### src/rtl/spi_ram_master_if.sv
// Host-side request/response signals plus the three SPI pins of the RAM wrapper.
// The master modport is the design's view; the slave modport is the host/bench view.
interface spi_ram_master_if;
  logic       start;
  logic [1:0] cmd;
  logic [7:0] payload;
  logic       busy;
  logic       done;
  logic [7:0] rd_data;
  logic       rd_valid;
  logic       SS_n;
  logic       MOSI;
  logic       MISO;

  modport master (
    input  start, cmd, payload, MISO,
    output busy, done, rd_data, rd_valid, SS_n, MOSI
  );

  modport slave (
    output start, cmd, payload, MISO,
    input  busy, done, rd_data, rd_valid, SS_n, MOSI
  );
endinterface

### src/rtl/spi_ram_master.sv
// SPI master for the SPI-slave/RAM wrapper: shifts out an 11-bit command frame and,
// for RD_DATA, shifts in an 8-bit reply after a turnaround. SCLK is clk itself.
module spi_ram_master #(
  parameter int TURNAROUND = 2,
  parameter int IDLE_GAP   = 1
) (
  input  logic                  clk,
  input  logic                  rst,
  spi_ram_master_if.master      bus,
  output logic [2:0]            state_dbg
);

  // Handshake: start is sampled only while busy is low (IDLE); a request seen then is
  // accepted on that rising edge, and done (plus rd_valid for reads) pulses once at the end.
  typedef enum logic [2:0] {S_IDLE, S_SEND, S_WAIT, S_RECV, S_END} state_t;

  localparam logic [7:0] SEND_LAST = 8'd10;
  localparam logic [7:0] WAIT_LAST = 8'(TURNAROUND - 1);
  localparam logic [7:0] RECV_LAST = 8'd7;
  localparam logic [7:0] END_LAST  = 8'(IDLE_GAP - 1);

  state_t      state, state_nxt;
  logic [7:0]  cnt, cnt_nxt;
  logic [10:0] sh, sh_nxt;
  logic        rd_cmd, rd_cmd_nxt;
  logic [7:0]  rx, rx_nxt;
  logic [7:0]  rd_data_q, rd_data_nxt;
  logic        ss_n_q, ss_n_nxt;
  logic        mosi_q, mosi_nxt;
  logic        busy_q, busy_nxt;
  logic        done_q, done_nxt;
  logic        rv_q, rv_nxt;

  always_ff @(posedge clk) begin
    if (rst) begin
      state     <= S_IDLE;
      cnt       <= 8'd0;
      sh        <= 11'd0;
      rd_cmd    <= 1'b0;
      rx        <= 8'd0;
      rd_data_q <= 8'd0;
      ss_n_q    <= 1'b1;
      mosi_q    <= 1'b0;
      busy_q    <= 1'b0;
      done_q    <= 1'b0;
      rv_q      <= 1'b0;
    end else begin
      state     <= state_nxt;
      cnt       <= cnt_nxt;
      sh        <= sh_nxt;
      rd_cmd    <= rd_cmd_nxt;
      rx        <= rx_nxt;
      rd_data_q <= rd_data_nxt;
      ss_n_q    <= ss_n_nxt;
      mosi_q    <= mosi_nxt;
      busy_q    <= busy_nxt;
      done_q    <= done_nxt;
      rv_q      <= rv_nxt;
    end
  end

  always_comb begin
    state_nxt   = state;
    cnt_nxt     = cnt;
    sh_nxt      = sh;
    rd_cmd_nxt  = rd_cmd;
    rx_nxt      = rx;
    rd_data_nxt = rd_data_q;
    ss_n_nxt    = ss_n_q;
    mosi_nxt    = 1'b0;
    busy_nxt    = busy_q;
    done_nxt    = 1'b0;
    rv_nxt      = 1'b0;
    unique case (state)
      S_IDLE: begin
        ss_n_nxt = 1'b1;
        busy_nxt = 1'b0;
        if (bus.start) begin
          // Frame is {cmd[1], cmd[1], cmd[0], payload}; its MSB goes out on the accept edge.
          state_nxt  = S_SEND;
          cnt_nxt    = 8'd0;
          sh_nxt     = {bus.cmd[1], bus.cmd[0], bus.payload, 1'b0};
          mosi_nxt   = bus.cmd[1];
          ss_n_nxt   = 1'b0;
          busy_nxt   = 1'b1;
          rd_cmd_nxt = (bus.cmd == 2'b11);
        end
      end
      S_SEND: begin
        ss_n_nxt = 1'b0;
        if (cnt == SEND_LAST) begin
          cnt_nxt = 8'd0;
          if (rd_cmd) begin
            state_nxt = S_WAIT;
          end else begin
            state_nxt = S_END;
            ss_n_nxt  = 1'b1;
            done_nxt  = 1'b1;
          end
        end else begin
          mosi_nxt = sh[10];
          sh_nxt   = {sh[9:0], 1'b0};
          cnt_nxt  = cnt + 8'd1;
        end
      end
      S_WAIT: begin
        ss_n_nxt = 1'b0;
        if (cnt == WAIT_LAST) begin
          state_nxt = S_RECV;
          cnt_nxt   = 8'd0;
        end else begin
          cnt_nxt = cnt + 8'd1;
        end
      end
      S_RECV: begin
        // MISO is only looked at here, so an undriven line elsewhere never reaches an output.
        ss_n_nxt = 1'b0;
        rx_nxt   = {rx[6:0], bus.MISO};
        if (cnt == RECV_LAST) begin
          state_nxt   = S_END;
          cnt_nxt     = 8'd0;
          ss_n_nxt    = 1'b1;
          done_nxt    = 1'b1;
          rv_nxt      = 1'b1;
          rd_data_nxt = {rx[6:0], bus.MISO};
        end else begin
          cnt_nxt = cnt + 8'd1;
        end
      end
      S_END: begin
        ss_n_nxt = 1'b1;
        if (cnt == END_LAST) begin
          state_nxt = S_IDLE;
          cnt_nxt   = 8'd0;
          busy_nxt  = 1'b0;
        end else begin
          cnt_nxt = cnt + 8'd1;
        end
      end
      default: begin
        state_nxt = S_IDLE;
        cnt_nxt   = 8'd0;
      end
    endcase
  end

  assign bus.SS_n     = ss_n_q;
  assign bus.MOSI     = mosi_q;
  assign bus.busy     = busy_q;
  assign bus.done     = done_q;
  assign bus.rd_valid = rv_q;
  assign bus.rd_data  = rd_data_q;
  assign state_dbg    = state;

endmodule

### src/flat_wrapper.sv
// flat-port wrapper written by rule: the top's interface ports become plain ports
module spi_ram_master_flat 
#(
  parameter int TURNAROUND = 2,
  parameter int IDLE_GAP   = 1
)
  (clk, rst, state_dbg, bus_start, bus_cmd, bus_payload, bus_MISO, bus_busy, bus_done, bus_rd_data, bus_rd_valid, bus_SS_n, bus_MOSI);
  spi_ram_master_if bus_i ();
  input  logic clk;
  input  logic rst;
  output logic [2:0] state_dbg;
  input wire logic [$bits(bus_i.start)-1:0] bus_start;
  input wire logic [$bits(bus_i.cmd)-1:0] bus_cmd;
  input wire logic [$bits(bus_i.payload)-1:0] bus_payload;
  input wire logic [$bits(bus_i.MISO)-1:0] bus_MISO;
  output wire logic [$bits(bus_i.busy)-1:0] bus_busy;
  output wire logic [$bits(bus_i.done)-1:0] bus_done;
  output wire logic [$bits(bus_i.rd_data)-1:0] bus_rd_data;
  output wire logic [$bits(bus_i.rd_valid)-1:0] bus_rd_valid;
  output wire logic [$bits(bus_i.SS_n)-1:0] bus_SS_n;
  output wire logic [$bits(bus_i.MOSI)-1:0] bus_MOSI;
  assign bus_i.start = bus_start;
  assign bus_i.cmd = bus_cmd;
  assign bus_i.payload = bus_payload;
  assign bus_i.MISO = bus_MISO;
  assign bus_busy = bus_i.busy;
  assign bus_done = bus_i.done;
  assign bus_rd_data = bus_i.rd_data;
  assign bus_rd_valid = bus_i.rd_valid;
  assign bus_SS_n = bus_i.SS_n;
  assign bus_MOSI = bus_i.MOSI;
  spi_ram_master #(.TURNAROUND(TURNAROUND), .IDLE_GAP(IDLE_GAP)) u_core (.clk(clk), .rst(rst), .bus(bus_i), .state_dbg(state_dbg));
endmodule
### config.mk
export PLATFORM = sky130hd
export DESIGN_NAME = spi_ram_master_flat
export DESIGN_NICKNAME = d
export VERILOG_FILES = /design/src/rtl/spi_ram_master_if.sv /design/src/rtl/spi_ram_master.sv /design/src/flat_wrapper.sv
export SDC_FILE = /design/constraint.sdc
export NUM_CORES = 1
export LEC_CHECK = 0
export BUFFER_PORTS_ARGS = -buffer_cell sky130_fd_sc_hd__buf_2
export CAP_MARGIN = 20
export CORE_MARGIN = 5
export CORE_UTILIZATION = 55
export DETAILED_ROUTE_END_ITERATION = 8
export PLACE_DENSITY = 0.79
export SLEW_MARGIN = 0
export SYNTH_ARGS = -nofsm -noshare
export SYNTH_HDL_FRONTEND = slang
export SYNTH_SLANG_ARGS = --single-unit
### constraint.sdc
create_clock -name clk -period 3.3 [get_ports clk]
set_clock_uncertainty 0.15 [all_clocks]
set_input_delay 0.33 -clock clk [delete_from_list [all_inputs] [get_ports clk]]
set_output_delay 0.33 -clock clk [all_outputs]
set_load 0.01 [all_outputs]
* Word-level counts from Yosys, hierarchy flattened
Cells that the tools add are included.
** Storage, ports and cells
- Output and inout port bits :: 16
- Word-level logic and storage cells :: 66
- Bits in registers :: 43
- Bits of input ports :: 14
** Operators by class
- Eq/ne operators :: 14
- Reduce and logical (&&, ||, !) cells :: 11
- Add/subtract/negate cells :: 1
- Multiplexer cells :: 28
- Bitwise gates (word level) :: 1
** Operators by type and width (count)
- two-way mux 8 bit :: 5
- one-hot mux 8 bit (5 select lines) :: 1
- two-way mux 11 bit :: 2
- one-hot mux 11 bit (2 select lines) :: 1
- two-way mux 3 bit :: 6
- one-hot mux 3 bit (5 select lines) :: 1
- adder 8 x 1 -> 8 bit, second input constant :: 1
- == test 8 x 1 -> 1 bit, second input constant :: 1
- == test 8 x 3 -> 1 bit, second input constant :: 1
- == test 8 x 4 -> 1 bit, second input constant :: 1
- zero test 8 bit :: 1
- two-way mux 1 bit :: 8
- inequality test 2 x 1 -> 1 bit, second input constant :: 4
- == test 3 x 2 -> 1 bit, second input constant :: 2
- one-hot mux 1 bit (2 select lines) :: 3
- AND reduction 2 bit :: 3
- one-hot mux 1 bit (5 select lines) :: 1
- AND reduction 5 bit :: 1
- nonzero test 5 bit :: 1
- inequality test 2 bit, second input constant :: 2
- nonzero test 2 bit :: 2
- == test 3 x 1 -> 1 bit, second input constant :: 1
- == test 3 bit, second input constant :: 1
- zero test 3 bit :: 1
- 4 further kinds :: 4

* Depth between registers and ports, before layout
- Depth after elaboration :: 3
- Gate-level depth with buffers :: 9
- Gate-level depth less buffers :: 8

* Worst setup path before layout
Ideal clock, no wire load.
- Kind :: register to register
- From :: register u_core.cnt[7]
- To :: register u_core.state[0], in the netlist u_core.state_dbg[0]
- Period minus slack after synthesis :: 2.316 ns
- Data arrival time :: 2.095 ns
- Required time :: 3.079 ns
- Setup time :: 0.071 ns
- Path buffers :: 0
- Slack :: 0.984 ns
- Cell stages (with the launch flop) :: 7
- Cell sequence :: dfxtp_1 -> or4_4 -> or4b_4 -> nand3_2 -> o211ai_4 -> or4_1 -> a21oi_1
** On the way
- Longest elaborated chain between the ends :: 3
- Elaborated cells on any way between the ends :: 9
- Classes of those cells :: 7 x eq/ne; 2 x reduce/logical
** RTL lines
- start, declared :: RTL line spi_ram_master.sv:23 : logic [7:0] cnt, cnt_nxt;
- start signal, assigned :: RTL line spi_ram_master.sv:49 : cnt <= cnt_nxt;
- == test 8 x 3 -> 1 bit, or another cell as far along :: RTL line spi_ram_master.sv:119 : if (cnt == RECV_LAST) begin
- inequality test 2 x 1 -> 1 bit (no line)
- AND reduction 5 bit (no line) *
- end signal, assigned :: RTL line spi_ram_master.sv:48 : state <= state_nxt;
- end, declared :: RTL line spi_ram_master.sv:22 : state_t state, state_nxt;
Mark *: on every way between the ends. The rest lies on a longest branch, timed or not.
A chain may end at the register's enable or synchronous reset.

* Worst setup path after layout
- From :: register u_core.cnt[4]
- To :: register u_core.state[0], in the netlist u_core.state_dbg[0]
Same word-level chain as after synthesis.

==> flow_summary_export.csv <==
group,metric,value,unit
run_status,run_status,"completed",
yosys,syn-cell-area,1880,um2
clocking,cts_num_sinks,42,
sta,final.setup.tns,0,ns
run,maxCapViolations,0,
min_path,hold_path_depth,3,
global_routing,grt_pass1_wl,6210,um
global_routing,via_count_of_the_first_global_routing_pass,1403,
yosys,synth_top_cell_by_area,"sky130_fd_sc_hd__dfxtp_1",
worst_setup_path,startpoint,"u_core.cnt[4]$_SDFFE_PP0P_",
route,route.vias.total,1503,
min_path,min_path_type,"input pin to register",
sta,fmax,0.391,GHz
global_routing,grt.total_usage,0.178,
yosys,synth-seq-cells,42,
sta,hold_violations,0,
min_path,hp-start,"bus_MISO",
clocking,ctsLongestPathBuffers,2,
clocking,ctsHoldBuffers,0,
worst_setup_path,r2r.worst_path.cells,6,
yosys,syn_nets,228,
yosys,synth-seq-area-share,0.446,
worst_setup_path,worstReg2RegStart,"u_core.cnt[4]$_SDFFE_PP0P_",
global_routing,antenna_found_initial,0,
worst_setup_path,crit_fanout,13,
clocking,resized_cells_post_cts,0,
finish,antenna_cells_inserted,0,
worst_setup_path,cp_slowest_stage_delay,0.55,ns
power,power.static_leakage,0.876,nW
worst_setup_path,crit_path_cell_trace,"or4_4 > or4b_4 > nand3_2 > o211ai_4 > or4_1 > a21oi_1",
die,die-area,4700,um2
route,drtIter0Drc,80,
route,detail_route.wl_per_cell,12.9,um
sta,tightest_slew,0.844,ns
worst_setup_path,library_cell_contributing_the_largest_single_delay_on_the_critical_path,"sky130_fd_sc_hd__or4_4",
worst_setup_path,criticalPathCategory,"register to register",
global_routing,grt-ovfl-total,0,
yosys,ys_top_cells_by_area,"sky130_fd_sc_hd__dfxtp_1, sky130_fd_sc_hd__mux2i_1, sky130_fd_sc_hd__nor2_1",
sta,final-max-slew-violation-count,0,
clocking,cts.reportedPaths.clkPinSlew,0.12,ns
die,chipHeight,68.5,um
yosys,avgSynthCellArea,8.97,um2
yosys,netlist_instances,210,
route,first_pass_iters,4,
placement,gp_routability_congestion,0.785,
sta,grt_setup_unrepaired,"false",
worst_setup_path,timing.critical_path.from_type,"register",
die,floorplan.io_pins,30,
clocking,tritoncts,"yes",
placement,place.detailed.hpwl,2540,um
die,die_width,68.5,um
clocking,clock_latency,0.36,ns
clocking,cts_setup_buffers,0,
die,row_count,21,
worst_setup_path,arrival,2.69,ns
power,peakVddDrop,0.321,mV
yosys,synth_most_common_cell,"sky130_fd_sc_hd__dfxtp_1",
placement,dpl_worst_slack,0.813,ns
global_routing,grt_start_max_net_pins,43,
yosys,number_of_enable_type_register_cells_in_the_synthesized_netlist,0,
yosys,synth.lib_cells_used.distinct,38,
route,drcViolationCount,0,
power,power_per_cell_area,621,nW/um2
route,drtAntennaViolNets,0,
yosys,synth_top_area_frac,0.446,
power,post-layout-total-power,1.32,mW
route,wirelength,3630,um
sta,timing.slew.headroom,0.433,
clocking,numCtsBuffers,5,
yosys,ys.warnings.count,0,
sta,worst_case_setup_margin_in_the_final_layout,0.741,ns
yosys,dominantRegCellSynth,"sky130_fd_sc_hd__dfxtp_1",
sta,timing.final.setup_violations,0,
yosys,yosys-top-cells-count,"sky130_fd_sc_hd__dfxtp_1, sky130_fd_sc_hd__nor2_1, sky130_fd_sc_hd__mux2i_1",
finish,post_route_cells_drive_above_1_share,0.203,
die,start_util,0.565,
die,coreArea,3340,um2
finish,nNetsFinal,253,
sta,timing.final.crit_period,2.56,ns
sta,final_min_period_over_clock_period,0.775,
placement,port_buffers,29,
clocking,clock_tree.htree_level_count,2,
route,via_per_inst,5.33,
worst_setup_path,crit_path_end_kind,"register",
worst_setup_path,cp.required,3.43,ns
clocking,cts_root_buf,"sky130_fd_sc_hd__clkbuf_4",
finish,areaGrowthSynthToFinish,13.1,%
yosys,synth_async_sr_flop_share,0,
sta,hold_slack,0.0676,ns
==> stage by stage <==
step | instances | utilization | cell area [um2]
floorplan | 210 | - | 1880
global placement | 274 | 0.615 | 2050
detailed placement | 274 | 0.615 | 2050
CTS | 282 | 0.639 | 2130
global route | 282 | 0.639 | 2130
finish | 282 | 0.639 | 2130
==> area by class of cell <==
cell class | count | area, um2
timing repair buffer | 31 | 160
clock inverter | 2 | 37.5
fill | 328 | 1200
inverter | 3 | 11.3
clock buffer | 6 | 41.3
tap | 46 | 57.6
multi-input combinational | 152 | 983
sequential | 42 | 841
==> kinds of logic (layout without fill, tap and decap cells) <==
logic type                 Yosys count  count (layout)  share of synthesized area
and+or+nand+nor                     87              87                      0.225
DFF                                 42              42                      0.446
AOI/OAI and AO/OA                   36              36                      0.138
muxes                               24              24                      0.127
buffers and inverters               16              42                     0.0319
adders and majority gates            4               4                     0.0266
xor gates and xnor gates             1               1                    0.00465
==> path summary, 6_finish.rpt <==
check,endpoint,slack (ns)
setup / recovery,u_core.state_dbg[0]$_SDFFE_PP0P_,0.74
hold / removal,u_core.rx[0]$_SDFFE_PP0P_,0.07
setup reg to reg,u_core.state_dbg[0]$_SDFFE_PP0P_,0.74
hold reg to reg,u_core.state_dbg[1]$_SDFFE_PP0P_,0.35
==> flip-flops by register name, summed over array words and instances (netlist names) <==
register	cells
u_core.state_dbg	3
u_core.rx	7
u_core.cnt	8
u_core.rd_cmd	1
u_core.bus.done	1
u_core.bus.rd_valid	1
u_core.bus.rd_data	8
u_core.bus.SS_n	1
u_core.bus.MOSI	1
u_core.bus.busy	1
u_core.sh	10
==> critical path: cells and delay by family (launching register included) <==
| family | cells | cell delay, ns |
|---|---|---|
| simple gates | 4 | 1.66 |
| flops | 1 | 0.37 |
| compound gates | 2 | 0.30 |
==> power by group <==
group / internal, mW / switching [mW]
clock network: 0.160 / 0.162
registers: 0.571 / 0.0509
logic: 0.162 / 0.217
==> metal layers <==
metal | up-vias | global-route usage | wire length (um)
met4 | 0 | 0.0819 | 81
met5 | - | 0 | 0
li1 | 783 | - | -
met1 | 684 | 0.229 | 1750
met2 | 28 | 0.272 | 1590
met3 | 8 | 0.0551 | 208
==> cell usage in the layout, fill, tap and decap left out, types with 2 or more instances in the layout <==
master,Yosys,layout
sky130_fd_sc_hd__or3_1,2,2
sky130_fd_sc_hd__nand3_1,7,7
sky130_fd_sc_hd__nor3_1,4,4
sky130_fd_sc_hd__nand2_1,11,11
sky130_fd_sc_hd__buf_4,0,2
sky130_fd_sc_hd__mux2i_1,24,24
sky130_fd_sc_hd__dfxtp_1,42,42
sky130_fd_sc_hd__a31oi_1,4,4
sky130_fd_sc_hd__inv_1,3,3
sky130_fd_sc_hd__o21ai_0,3,3
sky130_fd_sc_hd__a21oi_1,6,6
sky130_fd_sc_hd__clkbuf_4,0,5
sky130_fd_sc_hd__nor2b_1,3,3
sky130_fd_sc_hd__or2_2,4,4
sky130_fd_sc_hd__o22ai_1,2,2
sky130_fd_sc_hd__ha_1,4,4
sky130_fd_sc_hd__buf_2,0,29
sky130_fd_sc_hd__a211oi_1,10,10
sky130_fd_sc_hd__and2_1,4,4
sky130_fd_sc_hd__nand3b_1,3,3
sky130_fd_sc_hd__a22oi_1,3,3
sky130_fd_sc_hd__nand2b_1,2,2
sky130_fd_sc_hd__nor2_1,40,40
No activity file was read; power rests on OpenSTA's default activity.
